`config.mk`:
```
export PLATFORM = sky130hd
export DESIGN_NAME = tdm_demux_8ch
export DESIGN_NICKNAME = d
export VERILOG_FILES = /design/src/rtl/tdm_demux_8ch.sv
export SDC_FILE = /design/constraint.sdc
export NUM_CORES = 1
export LEC_CHECK = 0
export BUFFER_PORTS_ARGS = -buffer_cell sky130_fd_sc_hd__buf_4
export CAP_MARGIN = 20
export CORE_MARGIN = 1.5
export CORE_UTILIZATION = 47
export CTS_CLUSTER_SIZE = 30
export DETAILED_ROUTE_END_ITERATION = 16
export HOLD_SLACK_MARGIN = 0.1
export PLACE_DENSITY = 0.73
export SKIP_LAST_GASP = 1
export SYNTH_ARGS = -nofsm -noshare
export SYNTH_HDL_FRONTEND = slang
export SYNTH_SLANG_ARGS = --single-unit
```
`constraint.sdc`:
```
create_clock -name clk -period 2.1 [get_ports clk]
set_clock_uncertainty 0.15 [all_clocks]
set_input_delay 0.315 -clock clk [delete_from_list [all_inputs] [get_ports clk]]
set_output_delay 0.315 -clock clk [all_outputs]
set_load 0.01 [all_outputs]
```
`src/rtl/tdm_demux_8ch.sv`:
```
// tdm_demux_8ch: 8-slot time-division demultiplexer with a one-frame output stage.
// Serial slots are gathered into a shadow register; a completed frame is handed
// to a valid/ready output register, with overrun flagged when it cannot be taken.
module tdm_demux_8ch #(
  parameter int unsigned WIDTH = 1
) (
  input  logic                 clk,
  input  logic                 resetn,
  input  logic                 din_valid,
  input  logic [WIDTH-1:0]     din,
  input  logic                 sof,
  output logic [8*WIDTH-1:0]   q,
  output logic                 frame_valid,
  input  logic                 out_ready,
  output logic [2:0]           slot,
  output logic                 sync_err,
  output logic                 overrun
);

  localparam int unsigned NUM_SLOTS = 8;
  localparam int unsigned SLOT_W    = 3;

  typedef enum logic [0:0] {
    IDLE    = 1'b0,
    COLLECT = 1'b1
  } state_t;

  state_t                          state;
  logic [NUM_SLOTS-1:0][WIDTH-1:0] shadow;

  logic                 start_c;
  logic                 resync_c;
  logic                 complete_c;
  logic                 pop_c;
  logic [8*WIDTH-1:0]   new_word_c;

  // Beat classification and the assembled word for the final slot
  always_comb begin
    start_c    = 1'b0;
    resync_c   = 1'b0;
    complete_c = 1'b0;
    pop_c      = frame_valid && out_ready;
    new_word_c = {din, shadow[NUM_SLOTS-2:0]};
    if (din_valid) begin
      if (sof) begin
        start_c  = 1'b1;
        resync_c = (state == COLLECT);
      end else if (state == COLLECT && slot == SLOT_W'(NUM_SLOTS - 1)) begin
        complete_c = 1'b1;
      end
    end
  end

  // Slot collection FSM and output stage
  always_ff @(posedge clk or negedge resetn) begin
    if (!resetn) begin
      state       <= IDLE;
      slot        <= '0;
      shadow      <= '0;
      q           <= '0;
      frame_valid <= 1'b0;
      sync_err    <= 1'b0;
      overrun     <= 1'b0;
    end else begin
      sync_err <= resync_c;

      // Collection side
      if (start_c) begin
        shadow[0] <= din;
        slot      <= SLOT_W'(1);
        state     <= COLLECT;
      end else if (complete_c) begin
        slot  <= '0;
        state <= IDLE;
      end else if (state == COLLECT && din_valid) begin
        shadow[slot] <= din;
        slot         <= slot + SLOT_W'(1);
      end

      // Output side: a load wins over a same-edge pop; otherwise a full stage drops
      if (complete_c && (!frame_valid || pop_c)) begin
        q           <= new_word_c;
        frame_valid <= 1'b1;
      end else if (complete_c) begin
        overrun <= 1'b1;
      end else if (pop_c) begin
        frame_valid <= 1'b0;
      end
    end
  end

endmodule

```
==> run summary <==
I/O pins: 20
vias in the first global route: 607
initial antenna violation count: 0
Most Frequent Cell on Critical Path: ha_1
EDFF count, synth: 0
Primary FF master, synth: dfrtp_1
first-pass GRT wire length: 2700 um
fillers: 176
CP bufs+invs: 0
CP max FO: 3
TritonCTS clock tree: yes
Max Fclk: 0.495 GHz
detailed-route DRC error count: 0
CTS resizes: 0
post-DR vias/cell: 5.30
sw frac: 0.270
Rel. slew slack: 0.787
layout cells sized above 1: 0.459
Initial Util: 0.503
row count: 16
P&R area growth vs syn: 24.4%
Max Root-Sink Buffers: 2
clk root buf: clkbuf_4
slowest CP cell: or4_1
unrepaired setup endpoints after global routing: no
cell taking the most area after synthesis: dfrtp_1
share of power burned in registers: 0.524
Setup-failing EPs final: 0
Max Transition Viols Final: 0
Antenna Cells: 0
area share of the largest cell type after synthesis: 0.558
met2 wire length: 829 um
Clk pwr share: 0.207
Tmin final: 2.02 ns
Critical Path RT: 2.14 ns
Synth Cell Area: 986 sq um
via count: 663
Avg Cell Area, Syn: 13.5 sq um
chip width: 48.8 um
CP Class: reg -> reg
synthesized instance count: 73
DR top layer: met4
met3 WL: 72 um
sequential-to-total area share from yosys stat: 0.558
WL per Instance: 12.8 um
GRT Total Usage: 0.147
die area: 2380 sq um
critical path data arrival time: 2.06 ns
register-to-register setup slack: 0.08 ns
Startpoint Class: register
Max Cap Viol: 0
Antenna Violating Nets Remaining: 0
total core area: 1960 sq um
Final Util: 0.625
layout net count: 107
crit path cell chain: ha_1, ha_1, nand4bb_4, or4_1, mux2_1
logic gate share of total power: 0.270
level count of the clock H-tree: 1
Buffers on Ports: 19
Skew-Pair Late Insertion Delay: 0.31 ns
synth unique cells: 26
number of synthesized register bits: 22
ranking of synthesized cells by area: dfrtp_1 56%, mux2_2 16%, nand4bb_4 2.8%
Routed WL: 1590 um
outcome: completed
crit-path leading delay family: simple AND/OR/NAND/NOR gates
gpl congestion: 0.745
grt ovf: 0
Worst-Margin Slew: 0.317 ns
CTS buffer count: 3
fraction of registers with async set/reset: 1.00
Worst Hold Class: in -> reg
critical path's largest stage delay: 0.42 ns
clk slew on worst S/H paths: 0.11 ns
largest net degree at the start of global routing: 23
yosys warns: 0
Internal Pwr Total: 0.792 mW
die height: 48.8 um
1st-iter DRT viols: 12
ratio of final minimum period to clock period: 0.962
final hold violation count: 0
M1 WL: 677 um
pwr dens: 884 nW/um^2
crit end category: register
switching power: 0.293 mW
worst vdd ir: 0.705 mV
Pleak: 0.599 nW
1st-pass router iterations: 4
Setup TNS: 0 ns
Num Clock Sinks: 22
Syn Nets: 81
==> cells in the mapped netlist, types with 2 or more instances <==
cell        n
buf_2       3
mux2_2     14
a2bb2oi_1   2
ha_1        2
nand2_1     5
dfrtp_1    22
o22ai_1     2
nor4_1      2
inv_1       2
nand4_1     3
==> layer usage <==
| layer | GRT usage | up-vias |
|---|---|---|
| met5 | 0 | - |
| met4 | 0.0571 | 0 |
| met2 | 0.237 | 15 |
| met1 | 0.184 | 326 |
| li1 | - | 320 |
| met3 | 0.0491 | 2 |
==> stage by stage <==
stage               cells  total power, mW  instance area, sq um  setup WS (ns)  hold slack [ns]
finish                125             1.08                  1230         0.0805            0.138
global route          125             1.15                  1230        0.00640            0.129
CTS                   125             1.10                  1230         0.0733            0.125
detailed placement    119            0.872                  1170         0.0999           0.0686
global placement      119            0.860                  1170          0.143           0.0647
floorplan              73            0.744                   986         0.0231           -0.131
==> flip-flops by register name (all words and copies together) (netlist names) <==
| register | count |
|---|---|
| new_word_c | 7 |
| frame_valid | 1 |
| q | 8 |
| slot | 3 |
| sync_err | 1 |
| state | 1 |
| overrun | 1 |
==> path summary, 6_finish.rpt <==
| check | from | to | cells past startpoint |
|---|---|---|---|
| worst max-delay path | slot[0]$_DFFE_PN0P_ | new_word_c[6]$_DFFE_PN0P_ | 5 |
| worst min-delay path | din | new_word_c[6]$_DFFE_PN0P_ | 2 |
| worst max register to register | slot[0]$_DFFE_PN0P_ | new_word_c[6]$_DFFE_PN0P_ | 5 |
| worst min register to register | overrun$_DFFE_PN0P_ | overrun$_DFFE_PN0P_ | 1 |
| max in group asynchronous | resetn | new_word_c[3]$_DFFE_PN0P_ | 2 |
| min in group asynchronous | resetn | slot[0]$_DFFE_PN0P_ | 2 |
==> power groups by stage <==
| stage | Combinational, mW | Clock (mW) | Sequential (mW) |
|---|---|---|---|
| after floorplan | 0.154 | 0 | 0.590 |
| after global placement | 0.287 | 0 | 0.573 |
| after detailed placement | 0.293 | 0 | 0.579 |
| after CTS | 0.296 | 0.238 | 0.569 |
| after global routing | 0.322 | 0.250 | 0.582 |
| final | 0.292 | 0.224 | 0.568 |
==> cells by family after synthesis <==
family                   Yosys count  synth area share
AO/OA/AOI/OAI                      8            0.0609
buffers and inverters              6            0.0305
adder cells (fa/ha/maj)            2            0.0254
multiplexers                      15             0.171
flip-flops                        22             0.558
AND/OR/NAND/NOR                   20             0.154
==> final cells by class <==
| cell class | instances | area (sq um) | share of cell area |
|---|---|---|---|
| Multi-Input combinational cell | 45 | 405 | 0.331 |
| Clock buffer | 4 | 36.3 | 0.0296 |
| Tap cell | 27 | 33.8 | 0.0276 |
| Timing Repair Buffer | 25 | 193 | 0.157 |
| Sequential cell | 22 | 551 | 0.449 |
| Inverter | 2 | 7.51 | 0.00612 |
==> cell usage in the layout, fill, tap and decap left out, types with 2 or more instances in the layout <==
| cell type | count |
|---|---|
| mux2_2 | 14 |
| nand2_1 | 5 |
| dfrtp_1 | 22 |
| nand4_1 | 3 |
| a2bb2oi_1 | 2 |
| ha_1 | 2 |
| o22ai_1 | 2 |
| buf_4 | 23 |
| clkbuf_4 | 3 |
| dlygate4sd3_1 | 2 |
| inv_1 | 2 |
| nor4_1 | 2 |
==> repair_timing <==
action | in CTS | in global routing
hold buffers | 2 | 0
buffers inserted | 0 | 0
hold endpoints to repair | 24 | 0
endpoints found under the setup margin | 0 | 0
No activity file was read; power rests on OpenSTA's default activity.
